**config.mk**
```make
export PLATFORM = sky130hd
export DESIGN_NAME = nexys_starship_breakdown_flat
export DESIGN_NICKNAME = d
export VERILOG_FILES = /design/src/rtl/nexys_starship_pkg.sv /design/src/rtl/nexys_starship_breakdown_if.sv /design/src/rtl/nexys_starship_breakdown_lfsr16.sv /design/src/rtl/nexys_starship_breakdown.sv /design/src/flat_wrapper.sv
export SDC_FILE = /design/constraint.sdc
export NUM_CORES = 1
export LEC_CHECK = 0
export BUFFER_PORTS_ARGS = -buffer_cell sky130_fd_sc_hd__buf_2
export CORE_UTILIZATION = 40
export DETAILED_ROUTE_END_ITERATION = 10
export SYNTH_ARGS = -nofsm -noshare
export SYNTH_HDL_FRONTEND = slang
export SYNTH_SLANG_ARGS = --single-unit
```
**constraint.sdc**
```tcl
create_clock -name Clk -period 3.2 [get_ports Clk]
set_input_delay 0.96 -clock Clk [delete_from_list [all_inputs] [get_ports Clk]]
set_output_delay 0.96 -clock Clk [all_outputs]
set_load 0.1 [all_outputs]
```
**src/rtl/nexys_starship_pkg.sv**
```systemverilog
// Shared constants for the starship room/breakdown blocks: room indices,
// one-hot FSM encodings and the breakdown LFSR recurrence.
package nexys_starship_pkg;

    localparam logic [1:0] ROOM_LEFT   = 2'd0;
    localparam logic [1:0] ROOM_RIGHT  = 2'd1;
    localparam logic [1:0] ROOM_TOP    = 2'd2;
    localparam logic [1:0] ROOM_BOTTOM = 2'd3;

    localparam logic [2:0] IDLE = 3'b001;
    localparam logic [2:0] RUN  = 3'b010;
    localparam logic [2:0] PICK = 3'b100;

    localparam logic [15:0] LFSR_TAPS = 16'hB400;

    // 29 bits so the 300M-cycle default interval is representable.
    localparam int TIMER_W = 29;

    typedef enum logic [2:0] {
        S_IDLE = IDLE,
        S_RUN  = RUN,
        S_PICK = PICK
    } bd_state_e;

    function automatic logic [15:0] lfsr_step(input logic [15:0] v);
        logic [15:0] nxt;
        if (v == 16'h0000) begin
            nxt = 16'h0001;
        end else begin
            nxt = {1'b0, v[15:1]} ^ (v[0] ? LFSR_TAPS : 16'h0000);
        end
        return nxt;
    endfunction

    function automatic logic [3:0] room_onehot(input logic [1:0] idx);
        logic [3:0] oh;
        case (idx)
            ROOM_LEFT:   oh = 4'b0001;
            ROOM_RIGHT:  oh = 4'b0010;
            ROOM_TOP:    oh = 4'b0100;
            ROOM_BOTTOM: oh = 4'b1000;
            default:     oh = 4'b0000;
        endcase
        return oh;
    endfunction

endpackage

```
**src/rtl/nexys_starship_breakdown_if.sv**
```systemverilog
// Game-control and room-strobe bundle between the game controller (master)
// and the breakdown event source (slave).
interface nexys_starship_breakdown_if;

    logic       play_flag;
    logic       gameover_ctrl;
    logic [3:0] broken_status;
    logic [3:0] break_pulse;
    logic [3:0] random_hex;
    logic       q_Idle;
    logic       q_Run;
    logic       q_Pick;

    modport master (
        output play_flag, gameover_ctrl, broken_status,
        input  break_pulse, random_hex, q_Idle, q_Run, q_Pick
    );

    modport slave (
        input  play_flag, gameover_ctrl, broken_status,
        output break_pulse, random_hex, q_Idle, q_Run, q_Pick
    );

endinterface

```
**src/rtl/nexys_starship_breakdown_lfsr16.sv**
```systemverilog
// Free-running 16-bit Galois LFSR used as the breakdown randomness source;
// steps every cycle and recovers from the all-zero lockup state.
module starship_lfsr16
    import nexys_starship_pkg::*;
#(
    parameter logic [15:0] SEED = 16'hACE1
) (
    input  logic        Clk,
    input  logic        Reset,
    output logic [15:0] lfsr
);

    logic [15:0] lfsr_q;
    logic [15:0] lfsr_d;

    always_comb begin
        lfsr_d = lfsr_step(lfsr_q);
    end

    always_ff @(posedge Clk or posedge Reset) begin
        if (Reset) begin
            lfsr_q <= SEED;
        end else begin
            lfsr_q <= lfsr_d;
        end
    end

    assign lfsr = lfsr_q;

endmodule

```
**src/rtl/nexys_starship_breakdown.sv**
```systemverilog
// Breakdown event source: after a programmable interval fires a one-cycle strobe
// to a random working room with a repair combo. Ramping enabled by BREAKDOWN_RAMP_EN.
//
// state | meaning
// IDLE  | no game; timer and interval held at INIT_INTERVAL
// RUN   | counting the timer down to zero
// PICK  | one cycle: choose room, fire, reload timer
module nexys_starship_breakdown
    import nexys_starship_pkg::*;
#(
    parameter logic [15:0]        LFSR_SEED     = 16'hACE1,
    parameter logic [TIMER_W-1:0] INIT_INTERVAL = 29'd300_000_000,
    parameter logic [TIMER_W-1:0] MIN_INTERVAL  = 29'd50_000_000,
    parameter logic [TIMER_W-1:0] STEP          = 29'd10_000_000
) (
    input  logic                     Clk,
    input  logic                     Reset,
    nexys_starship_breakdown_if.slave bif
);

    bd_state_e          state_q, state_d;
    logic [TIMER_W-1:0] timer_q, timer_d;
    logic [TIMER_W-1:0] interval_q, interval_d;
    logic [TIMER_W-1:0] next_interval;
    logic [3:0]         pulse_q, pulse_d;
    logic [3:0]         hex_q, hex_d;

    logic [15:0] lfsr;
    logic [1:0]  cand;
    logic [1:0]  probe;
    logic [1:0]  pick_idx;
    logic        found;
    logic [3:0]  combo;
    logic        unused_lfsr_bits;

    starship_lfsr16 #(.SEED(LFSR_SEED)) u_lfsr (
        .Clk   (Clk),
        .Reset (Reset),
        .lfsr  (lfsr)
    );

    assign cand             = lfsr[1:0];
    assign combo            = (lfsr[7:4] == 4'h0) ? 4'hA : lfsr[7:4];
    assign unused_lfsr_bits = ^{lfsr[15:8], lfsr[3:2]};

    // Walk rooms starting at the candidate; last hit in the reversed loop is the first working room.
    always_comb begin
        found    = 1'b0;
        pick_idx = cand;
        probe    = cand;
        for (int j = 3; j >= 0; j--) begin
            probe = cand + 2'(j);
            if (!bif.broken_status[probe]) begin
                found    = 1'b1;
                pick_idx = probe;
            end
        end
    end

`ifdef BREAKDOWN_RAMP_EN
    assign next_interval = ({1'b0, interval_q} < ({1'b0, STEP} + {1'b0, MIN_INTERVAL}))
                           ? MIN_INTERVAL : interval_q - STEP;
`else
    logic unused_ramp_cfg;
    assign unused_ramp_cfg = ^{STEP, MIN_INTERVAL};
    assign next_interval   = interval_q;
`endif

    always_comb begin
        state_d    = state_q;
        timer_d    = timer_q;
        interval_d = interval_q;
        pulse_d    = 4'b0000;
        hex_d      = hex_q;
        if (bif.gameover_ctrl) begin
            state_d    = S_IDLE;
            timer_d    = INIT_INTERVAL;
            interval_d = INIT_INTERVAL;
        end else begin
            case (state_q)
                S_IDLE: begin
                    timer_d    = INIT_INTERVAL;
                    interval_d = INIT_INTERVAL;
                    if (bif.play_flag) begin
                        state_d = S_RUN;
                    end
                end
                S_RUN: begin
                    if (timer_q == '0) begin
                        state_d = S_PICK;
                    end else begin
                        timer_d = timer_q - 1'b1;
                    end
                end
                S_PICK: begin
                    state_d = S_RUN;
                    if (found) begin
                        pulse_d    = room_onehot(pick_idx);
                        hex_d      = combo;
                        interval_d = next_interval;
                        timer_d    = next_interval;
                    end else begin
                        timer_d = interval_q;
                    end
                end
                default: begin
                    state_d = S_IDLE;
                end
            endcase
        end
    end

    always_ff @(posedge Clk or posedge Reset) begin
        if (Reset) begin
            state_q    <= S_IDLE;
            timer_q    <= INIT_INTERVAL;
            interval_q <= INIT_INTERVAL;
            pulse_q    <= 4'b0000;
            hex_q      <= 4'h0;
        end else begin
            state_q    <= state_d;
            timer_q    <= timer_d;
            interval_q <= interval_d;
            pulse_q    <= pulse_d;
            hex_q      <= hex_d;
        end
    end

    assign bif.break_pulse = pulse_q;
    assign bif.random_hex  = hex_q;
    assign bif.q_Idle      = (state_q == S_IDLE);
    assign bif.q_Run       = (state_q == S_RUN);
    assign bif.q_Pick      = (state_q == S_PICK);

endmodule

```
**src/flat_wrapper.sv**
```systemverilog
// flat-port wrapper written by rule: the top's interface ports become plain ports
module nexys_starship_breakdown_flat import nexys_starship_pkg::*;
#(
    parameter logic [15:0]        LFSR_SEED     = 16'hACE1,
    parameter logic [TIMER_W-1:0] INIT_INTERVAL = 29'd300_000_000,
    parameter logic [TIMER_W-1:0] MIN_INTERVAL  = 29'd50_000_000,
    parameter logic [TIMER_W-1:0] STEP          = 29'd10_000_000
)
  (Clk, Reset, bif_play_flag, bif_gameover_ctrl, bif_broken_status, bif_break_pulse, bif_random_hex, bif_q_Idle, bif_q_Run, bif_q_Pick);
  nexys_starship_breakdown_if bif_i ();
  input  logic Clk;
  input  logic Reset;
  input wire logic [$bits(bif_i.play_flag)-1:0] bif_play_flag;
  input wire logic [$bits(bif_i.gameover_ctrl)-1:0] bif_gameover_ctrl;
  input wire logic [$bits(bif_i.broken_status)-1:0] bif_broken_status;
  output wire logic [$bits(bif_i.break_pulse)-1:0] bif_break_pulse;
  output wire logic [$bits(bif_i.random_hex)-1:0] bif_random_hex;
  output wire logic [$bits(bif_i.q_Idle)-1:0] bif_q_Idle;
  output wire logic [$bits(bif_i.q_Run)-1:0] bif_q_Run;
  output wire logic [$bits(bif_i.q_Pick)-1:0] bif_q_Pick;
  assign bif_i.play_flag = bif_play_flag;
  assign bif_i.gameover_ctrl = bif_gameover_ctrl;
  assign bif_i.broken_status = bif_broken_status;
  assign bif_break_pulse = bif_i.break_pulse;
  assign bif_random_hex = bif_i.random_hex;
  assign bif_q_Idle = bif_i.q_Idle;
  assign bif_q_Run = bif_i.q_Run;
  assign bif_q_Pick = bif_i.q_Pick;
  nexys_starship_breakdown #(.LFSR_SEED(LFSR_SEED), .INIT_INTERVAL(INIT_INTERVAL), .MIN_INTERVAL(MIN_INTERVAL), .STEP(STEP)) u_core (.Clk(Clk), .Reset(Reset), .bif(bif_i));
endmodule
```
==> flow_summary.toml, run 1 <==
[timing]
finalHoldViolCount = 0
worst_pin_slew_ns = 0.755
rsz0062_at_grt = "no"
fmax_mhz = 342
period_minus_slack_ns = 2.92
slew_violations = 0
setup_viol = 0
fin_skew_ns = 0.00950
post-route-period-util_pct = 91.3
whs_ns = 0.382
fin_setup_tns_ns = 0
maxSlewHeadroom_pct = 49.5

[synthesis]
yosys_warnings = 0
synth_edf_count = 0
syn_inst = 313
synthSimpleGateAreaFrac_pct = 27.5
ys_seq_area_share_pct = 46.3
synth.avg_cell_area_um2 = 9.83
ys_async_sr_fraction_pct = 100
synth_compound_area_share_pct = 15.3
syn_area_um2 = 3080
syn-num-nets = 324
ys_ff_latch = 56
synthFlopType = "dfrtp_1"
synth_mux_area_share_pct = 3.21
synth.distinct_cells = 61
synth-xor-area-share_pct = 1.14
synth_adder_area_share_pct = 1.22
synth_top_family_by_area = "simple AND/OR/NAND/NOR gates"

[place]
hpwl_mm = 4.75
io_buffer_count = 18
dp_cells = 410
globalplace.congestion = 0.776

[routing]
remaining_drc_errors = 0
dr.pass1.iters = 4
drt-initial-drc-count = 193
ant_nets = 0
wirelength_mm = 6.85
vias_per_cell = 5.86
post_drt_wl_per_cell_um = 16.4
vias = 2449

[critical_path]
worst_path_largest_cell_delay_ns = 0.54
endpoint = "bif_q_Pick"
critical_path_class = "reg2out"
r2r_cells = 5
crit_fanout = 9
r2r_slack_ns = 0.67
cp-end-kind = "output pin"
start_kind = "flop"
crit_chain = "or3b_2 > inv_1 > buf_2"
cp.arrival_ns = 1.96
r2r-start = "u_core.timer_q[8]"
worstPathRequired_ns = 2.24
critPathLaunch = "u_core.state_q[2]"
r2r-end = "u_core.timer_q[4]"
slowest_stage = "dfrtp_1"

[floorplan]
fp-row-count = 31
die_x_um = 89.7
num_io_pins = 19
die_h_um = 89.7
core_um2 = 7330
start_util_pct = 42.0
dieArea_um2 = 8050

[run]
drv_cap = 0

[clock_tree]
clk_pin_slew_ns = 0.12
clock_latency_ns = 0.32
cts_setup_buffers = 0
cts-root-buf = "clkbuf_8"
htree_levels = 2
cts_resized = 0
clock_tree.buffer_depth = 2
cts_buffers = 5
cts.sinks = 56
cts_tree = "yes"
hold_buffers = 0

[layout]
num_antenna_cells = 0
layout_common_cells = "dfrtp_1 (37), nor2_1 (25), nand2_1 (23)"
nNetsFinal = 329
fin_cells = 418
drive_gt1_share_pct = 24.1
area_delta_synth_final_pct = 8.05
final_common_cell = "dfrtp_1"

[status]
status = "complete, no violations"

[grt]
grt_pass1_wl_mm = 11.8
grt_pass1_vias = 2397
grt_max_degree = 35
overflow = 0
antenna_found_initial = 0
grt_util_all_layers_pct = 17.9

[pwr]
vdd_drop_max_mv = 0.188
power_density_nw_per_um2 = 460
leakagePower_uw = 0.00140
power_uw = 1530

[hold_path]
hold_class = "reg2reg"
## routing by layer
metal | track usage, % | vias up | part of all wire, %
met5 | 0 | - | 0
met4 | 6.83 | 0 | 1.3
met3 | 2.79 | 6 | 3.9
met2 | 26.5 | 59 | 45
met1 | 26.1 | 1207 | 50
li1 | - | 1177 | -
## cell families after synthesis
kind of cell               Yosys count
muxes                                7
AOI/OAI and AO/OA                   70
adders and majority gates            3
xor gates and xnor gates             4
and+or+nand+nor                    137
buffers and inverters               36
DFF                                 56
## per-stage QoR
stage	setup slack, ns	cell area [um^2]	utilization, %
4_1_cts	0.274	3320	45.3
6_report	0.280	3320	45.3
3_5_place_dp	0.653	3230	44.0
2_1_floorplan	0.402	3080	-
3_3_place_gp	0.679	3230	44.0
5_1_grt	0.195	3320	45.3
## Yosys cell counts (2+ instances only)
library cell | instances | area (um^2)
nor2b_1 | 2 | 12.5
mux2i_1 | 2 | 20.0
clkbuf_1 | 18 | 67.6
nor4_4 | 2 | 42.5
mux4_2 | 2 | 45.0
a21o_1 | 3 | 22.5
nor3_1 | 9 | 45.0
buf_2 | 5 | 25.0
o31ai_1 | 8 | 60.1
a32oi_1 | 2 | 17.5
and2_1 | 4 | 25.0
nand2_1 | 23 | 86.3
o21ai_0 | 9 | 45.0
mux2_2 | 3 | 33.8
or2_2 | 2 | 12.5
a311oi_1 | 2 | 17.5
a31oi_1 | 10 | 62.6
nor4_1 | 8 | 50.1
or3_1 | 6 | 37.5
and3_1 | 3 | 18.8
nand4_1 | 7 | 43.8
o21ai_1 | 10 | 50.1
or4_1 | 14 | 105
nand3b_1 | 2 | 15.0
buf_6 | 3 | 33.8
o211ai_1 | 2 | 15.0
ha_1 | 3 | 37.5
xnor2_1 | 4 | 35.0
nor3b_1 | 3 | 22.5
nor2_1 | 25 | 93.8
inv_1 | 9 | 33.8
and4_1 | 2 | 17.5
nor3_2 | 3 | 30.0
or3b_2 | 2 | 17.5
nor4b_1 | 2 | 17.5
a21oi_1 | 10 | 50.1
nand3_1 | 11 | 55.1
dfrtp_1 | 37 | 926
dfstp_2 | 19 | 499
## report_power, final
| part | total (uW) | switching, uW | internal [uW] |
|---|---|---|---|
| Combinational | 313 | 217 | 95.9 |
| Sequential | 783 | 43.5 | 739 |
| Clock | 432 | 266 | 166 |
| Total | 1530 | 527 | 1000 |
## registers in the layout, indices dropped and copies added, names as in the netlist
signal / count
u_core.timer_q: 29
u_core.u_lfsr.lfsr: 16
u_core.bif.break_pulse: 4
u_core.bif.random_hex: 4
u_core.state_q: 3
## worst min-delay path by stage
stage,startpoint,endpoint,cells past startpoint
2_1_floorplan,u_core.u_lfsr.lfsr[3],u_core.u_lfsr.lfsr[2],1
3_3_place_gp,u_core.u_lfsr.lfsr[9],u_core.u_lfsr.lfsr[8],0
3_5_place_dp,u_core.u_lfsr.lfsr[7],u_core.u_lfsr.lfsr[6],0
4_1_cts,u_core.u_lfsr.lfsr[6],u_core.u_lfsr.lfsr[5],0
5_1_grt,u_core.u_lfsr.lfsr[6],u_core.u_lfsr.lfsr[5],0
6_report,u_core.u_lfsr.lfsr[6],u_core.u_lfsr.lfsr[5],0
## critical path, delay by kind of cell (launching register included)
family / cells / cell delay, ns
buffers and inverters: 2 / 0.56
AND/OR/NAND/NOR: 1 / 0.53
flip-flops: 1 / 0.54
## final cells by class
type                       instances  area (um^2)
clock inverter                     3         28.8
tap                               99          124
clock buffer                       5         68.8
fill                             696         4010
timing repair buffer              24          148
sequential                        56         1430
inverter                          10         38.8
multi-input combinational        221         1490
No activity file was read; power rests on OpenSTA's default activity.
==> inputs of run 2 (changes only) <==
- SYNTH_HIERARCHICAL: not set -> 1
==> flow_summary.toml, run 2 <==
[routing]
ant_nets = 0
wirelength_mm = 5.71
remaining_drc_errors = 0
dr.pass1.iters = 4
drt-initial-drc-count = 150
vias_per_cell = 5.78
vias = 2140
post_drt_wl_per_cell_um = 15.4

[timing]
setup_viol = 0
slew_violations = 0
fmax_mhz = 356
rsz0062_at_grt = "no"
fin_setup_tns_ns = 0
maxSlewHeadroom_pct = 57.4
post-route-period-util_pct = 87.8
worst_pin_slew_ns = 0.632
fin_skew_ns = 0.0167
period_minus_slack_ns = 2.81
finalHoldViolCount = 0

[synthesis]
synth.avg_cell_area_um2 = 9.74
syn_inst = 282
yosysMostFrequentCell = "dfrtp_1"
ys_async_sr_fraction_pct = 100
synthFlopType = "dfrtp_1"
synth.distinct_cells = 46
syn-num-nets = 292
synth_common_cells = "dfrtp_1 (37), nand2_1 (20), dfstp_2 (19), o21ai_0 (19), clkbuf_1 (18)"
ys_ff_latch = 56
yosys_warnings = 6
syn_area_um2 = 2750
ys_seq_area_share_pct = 51.9
yosys.area.top_type_share_pct = 33.7
synth_largest_area_cell = "dfrtp_1"
synth_area_leaders = "dfrtp_1 (34%), dfstp_2 (18%), o21ai_0 (3.5%), or3_1 (3.4%), nor3_1 (2.9%)"
synth_edf_count = 0

[floorplan]
die_x_um = 84.9
die_h_um = 84.9
core_um2 = 6490
fp-row-count = 29
dieArea_um2 = 7200
start_util_pct = 42.3
num_io_pins = 19

[critical_path]
path_delay_family = "buffers and inverters"
cp.arrival_ns = 1.85
crit_fanout = 14
critPathBufInv = 2
slowest_stage = "or3b_4"
worstPathRequired_ns = 2.24
crit_chain = "or3b_4 > inv_1 > buf_2"
cp-end-kind = "output pin"
start_kind = "flop"
worst_path_largest_cell_delay_ns = 0.50
critical_path_class = "reg2out"
r2r_slack_ns = 0.84

[layout]
num_antenna_cells = 0
fillers = 615
largest_reg_flops = 29
layout_common_cells = "dfrtp_1 (37), nand2_1 (20), o21ai_0 (19), dfstp_2 (19), buf_2 (18)"
nNetsFinal = 302
area_delta_synth_final_pct = 9.34
final_common_cell = "dfrtp_1"
drive_gt1_share_pct = 22.2
top_register = "u_core/timer_q"

[pwr]
cell_internal_pwr_uw = 898
p_clk_share_pct = 33.5
pwr-share-comb_pct = 7.5
leakagePower_uw = 0.00121
power_density_nw_per_um2 = 405
power_uw = 1220
vdd_drop_max_mv = 0.208
switchingPower_uw = 318
seq_power_share_pct = 59.0
switching_share_pct = 26.1

[grt]
grt_pass1_vias = 2133
antenna_found_initial = 0
grt_max_degree = 41
grt_pass1_wl_mm = 10.2
grt_util_all_layers_pct = 17.8
overflow = 0

[clock_tree]
clock_latency_ns = 0.31
clock_tree.buffer_depth = 2
cts-root-buf = "clkbuf_8"
htree_levels = 2
cts_buffers = 5
cts_resized = 0
clk_pin_slew_ns = 0.11
hold_buffers = 0
cts.sinks = 56
cts_tree = "yes"
cts_setup_buffers = 0

[hold_path]
hold_class = "reg2reg"

[place]
hpwl_mm = 3.96
io_buffer_count = 18
globalplace.congestion = 0.811

[status]
status = "complete, no violations"

[run]
drv_cap = 0
[run 2: changes by cell type after synthesis, sizes merged, moves of 5 or more]
cell,change
nor2,-12
a31oi,-9
or3,+9
nand4,-5
[run 2: power by group through the flow]
stage          sequential (uW)  combinational, uW  clock, uW
2_1_floorplan              734               60.4          0
3_3_place_gp               729               92.4          0
3_5_place_dp               729               92.5          0
4_1_cts                    717               92.8        428
5_1_grt                    717                102        454
6_report                   717               91.5        407
[run 2: cell families (layout without fill, tap and decap cells)]
| logic type | Yosys count | in the layout | share of synthesized area (%) |
|---|---|---|---|
| AO/OA/AOI/OAI | 57 | 57 | 13.3 |
| XOR/XNOR | 6 | 6 | 1.91 |
| adder cells (fa/ha/maj) | 2 | 2 | 0.911 |
| buffers and inverters | 32 | 43 | 4.55 |
| flip-flops | 56 | 56 | 51.9 |
| multiplexers | 5 | 5 | 1.91 |
| AND/OR/NAND/NOR | 124 | 124 | 25.6 |
[run 2: worst register-to-register path: stages, from the launching register on]
cell and delay (ns):
dfrtp_1 0.42, nor4_2 0.41, and4_1 0.54, and3_1 0.32, o21ai_0 0.25, o221a_2 0.36
[run 2: layout make-up]
cell class | instances | area, um^2 | area share (%)
Sequential cell | 56 | 1430 | 47.4
Clock inverter | 3 | 26.3 | 0.875
Timing Repair Buffer | 25 | 143 | 4.75
Multi-Input combinational cell | 194 | 1210 | 40.2
Inverter | 10 | 37.5 | 1.25
Clock buffer | 5 | 68.8 | 2.29
Tap cell | 77 | 96.3 | 3.21
[run 2: layer usage]
layer	up-vias	global-route usage [%]	routed length, um
met5	-	0	0
met4	0	4.62	29
met3	2	3.31	209
met2	47	28.4	2610
met1	1045	25.2	2860
li1	1046	-	-
[run 2: through the flow]
stage	hold slack (ns)	utilization, %	cell area (um^2)	instances	setup slack [ns]
after floorplan	0.405	-	2760	282	0.396
after global placement	0.367	44.8	2910	362	0.765
after detailed placement	0.370	44.8	2910	362	0.729
after CTS	0.389	46.3	3000	370	0.377
after global routing	0.402	46.3	3000	370	0.319
final	0.387	46.3	3000	370	0.389
[run 2: final timing paths]
| check | depth (start not counted) | end | from |
|---|---|---|---|
| worst max-delay path | 3 | bif_q_Run | u_core/state_q[1] |
| worst min-delay path | 0 | u_core/u_lfsr/lfsr[7] | u_core/u_lfsr/lfsr[8] |
| worst max register to register | 5 | u_core/timer_q[24] | u_core/timer_q[5] |
| worst min register to register | 0 | u_core/u_lfsr/lfsr[7] | u_core/u_lfsr/lfsr[8] |
| max in group asynchronous | 3 | u_core/timer_q[23] | Reset |
| min in group asynchronous | 2 | u_core/u_lfsr/lfsr[4] | Reset |
==> inputs of run 3 (changes only) <==
- ABC_AREA: not set -> 1
==> flow_summary.toml, run 3 <==
[clock_tree]
cts_buffers = 5
clock_latency_ns = 0.32
cts_tree = "yes"
clk_pin_slew_ns = 0.11
cts.sinks = 56
clock_tree.buffer_depth = 2
cts_setup_buffers = 0
htree_levels = 2
cts-root-buf = "clkbuf_8"
cts_resized = 0
hold_buffers = 0

[synthesis]
ys_seq_area_share_pct = 42.0
synth.distinct_cells = 33
yosysMostFrequentCell = "nand2_1"
synth_area_leaders = "dfrtp_1 (27%), dfstp_2 (15%), nand2_1 (14%), nand3_1 (8.7%), nor2_1 (8.0%)"
synth.avg_cell_area_um2 = 7.04
synthFlopType = "dfrtp_1"
synth_edf_count = 0
ys_async_sr_fraction_pct = 100
syn_area_um2 = 3390
ys_ff_latch = 56
yosys_warnings = 6
synth_common_cells = "nand2_1 (126), nor2_1 (72), nand3_1 (59), inv_1 (47), dfrtp_1 (37)"
syn_inst = 482
synth_largest_area_cell = "dfrtp_1"
syn-num-nets = 492
yosys.area.top_type_share_pct = 27.3

[critical_path]
worst_path_largest_cell_delay_ns = 0.44
slowest_stage = "buf_2"
crit_chain = "inv_1 > nand3_1 > inv_2 > buf_2"
cp.arrival_ns = 1.80
critical_path_class = "reg2out"
start_kind = "flop"
crit_fanout = 11
worstPathRequired_ns = 2.24
path_delay_family = "buffers and inverters"
cp-end-kind = "output pin"
critPathBufInv = 3

[floorplan]
num_io_pins = 19
core_um2 = 8220
die_x_um = 94.1
die_h_um = 94.1
dieArea_um2 = 8860
start_util_pct = 41.3
fp-row-count = 33

[routing]
wirelength_mm = 7.89
drt-initial-drc-count = 201
ant_nets = 0
vias_per_cell = 5.13
vias = 3037
dr.pass1.iters = 4
post_drt_wl_per_cell_um = 13.3
remaining_drc_errors = 0

[pwr]
leakagePower_uw = 0.00178
vdd_drop_max_mv = 0.178
cell_internal_pwr_uw = 1040
seq_power_share_pct = 48.8
switching_share_pct = 37.9
p_clk_share_pct = 24.1
switchingPower_uw = 632
pwr-share-comb_pct = 27.1
power_density_nw_per_um2 = 462

[timing]
period_minus_slack_ns = 2.76
setup_viol = 0
post-route-period-util_pct = 86.2
maxSlewHeadroom_pct = 62.6
rsz0062_at_grt = "no"
fmax_mhz = 363
slew_violations = 0
worst_pin_slew_ns = 0.560
finalHoldViolCount = 0
fin_setup_tns_ns = 0
fin_skew_ns = 0.0103

[grt]
grt_pass1_wl_mm = 13.4
grt_pass1_vias = 2854
grt_max_degree = 41
grt_util_all_layers_pct = 19.5
antenna_found_initial = 0
overflow = 0

[status]
status = "complete, no violations"

[layout]
drive_gt1_share_pct = 15.2
largest_reg_flops = 29
num_antenna_cells = 0
fillers = 830
final_util_pct = 44.0
final_common_cell = "nand2_1"
top_register = "u_core/timer_q"
layout_common_cells = "nand2_1 (126), nor2_1 (72), nand3_1 (59)"
area_delta_synth_final_pct = 6.56
nNetsFinal = 496

[run]
drv_cap = 0

[place]
globalplace.congestion = 0.856
hpwl_mm = 5.76
io_buffer_count = 18

[hold_path]
hold_class = "reg2reg"
-- run 3: cell families (layout without fill, tap and decap cells) --
kind of cell	Yosys count	after routing	synth area share, %
buf+inv	77	82	9.03
xor+xnor	12	12	3.10
fa+ha+maj	2	2	0.737
flops	56	56	42.0
simple gates	299	299	39.2
compound gates	36	36	5.94
-- run 3: per-layer routing --
layer | GRT usage, % | up-vias | part of all wire [%]
li1 | - | 1530 | -
met1 | 25.0 | 1433 | 46
met2 | 32.6 | 59 | 49
met3 | 3.16 | 15 | 3.5
met4 | 7.82 | 0 | 2.1
met5 | 0 | - | 0
-- run 3: power by group through the flow --
stage	clock network, uW	registers, uW	logic, uW
global route	439	821	514
CTS	420	814	453
detailed placement	0	826	452
global placement	0	826	447
finish	401	815	453
floorplan	0	814	368
-- run 3: cell type report --
class                   instances  area (um^2)  area share (%)
inverters                      54          203            5.61
clock inverters                 3         21.3           0.588
multi-input cells             349         1660            46.0
well taps                     105          131            3.63
clock buffers                   5         68.8            1.90
repair buffers                 20          105            2.91
flip-flops and latches         56         1430            39.4
-- run 3: final timing paths --
| check | startpoint | cells past startpoint | endpoint | slack (ns) |
|---|---|---|---|---|
| max | u_core/state_q[2] | 4 | bif_q_Run | 0.44 |
| min | u_core/u_lfsr/lfsr[3] | 0 | u_core/u_lfsr/lfsr[2] | 0.39 |
| max reg2reg | u_core/state_q[2] | 8 | u_core/timer_q[8] | 0.99 |
| min reg2reg | u_core/u_lfsr/lfsr[3] | 0 | u_core/u_lfsr/lfsr[2] | 0.39 |
| max in group asynchronous | Reset | 3 | u_core/timer_q[28] | 2.05 |
| min in group asynchronous | Reset | 2 | u_core/u_lfsr/lfsr[8] | 0.69 |
-- run 3: per-stage QoR --
step	setup slack (ns)	instance area (um^2)	cells	power, uW	hold WS (ns)
after floorplan	0.547	3390	482	1180	0.405
after global placement	0.863	3530	584	1270	0.366
after detailed placement	0.832	3530	584	1280	0.366
after CTS	0.461	3620	592	1690	0.390
after global routing	0.328	3620	592	1770	0.398
final	0.441	3620	592	1670	0.388
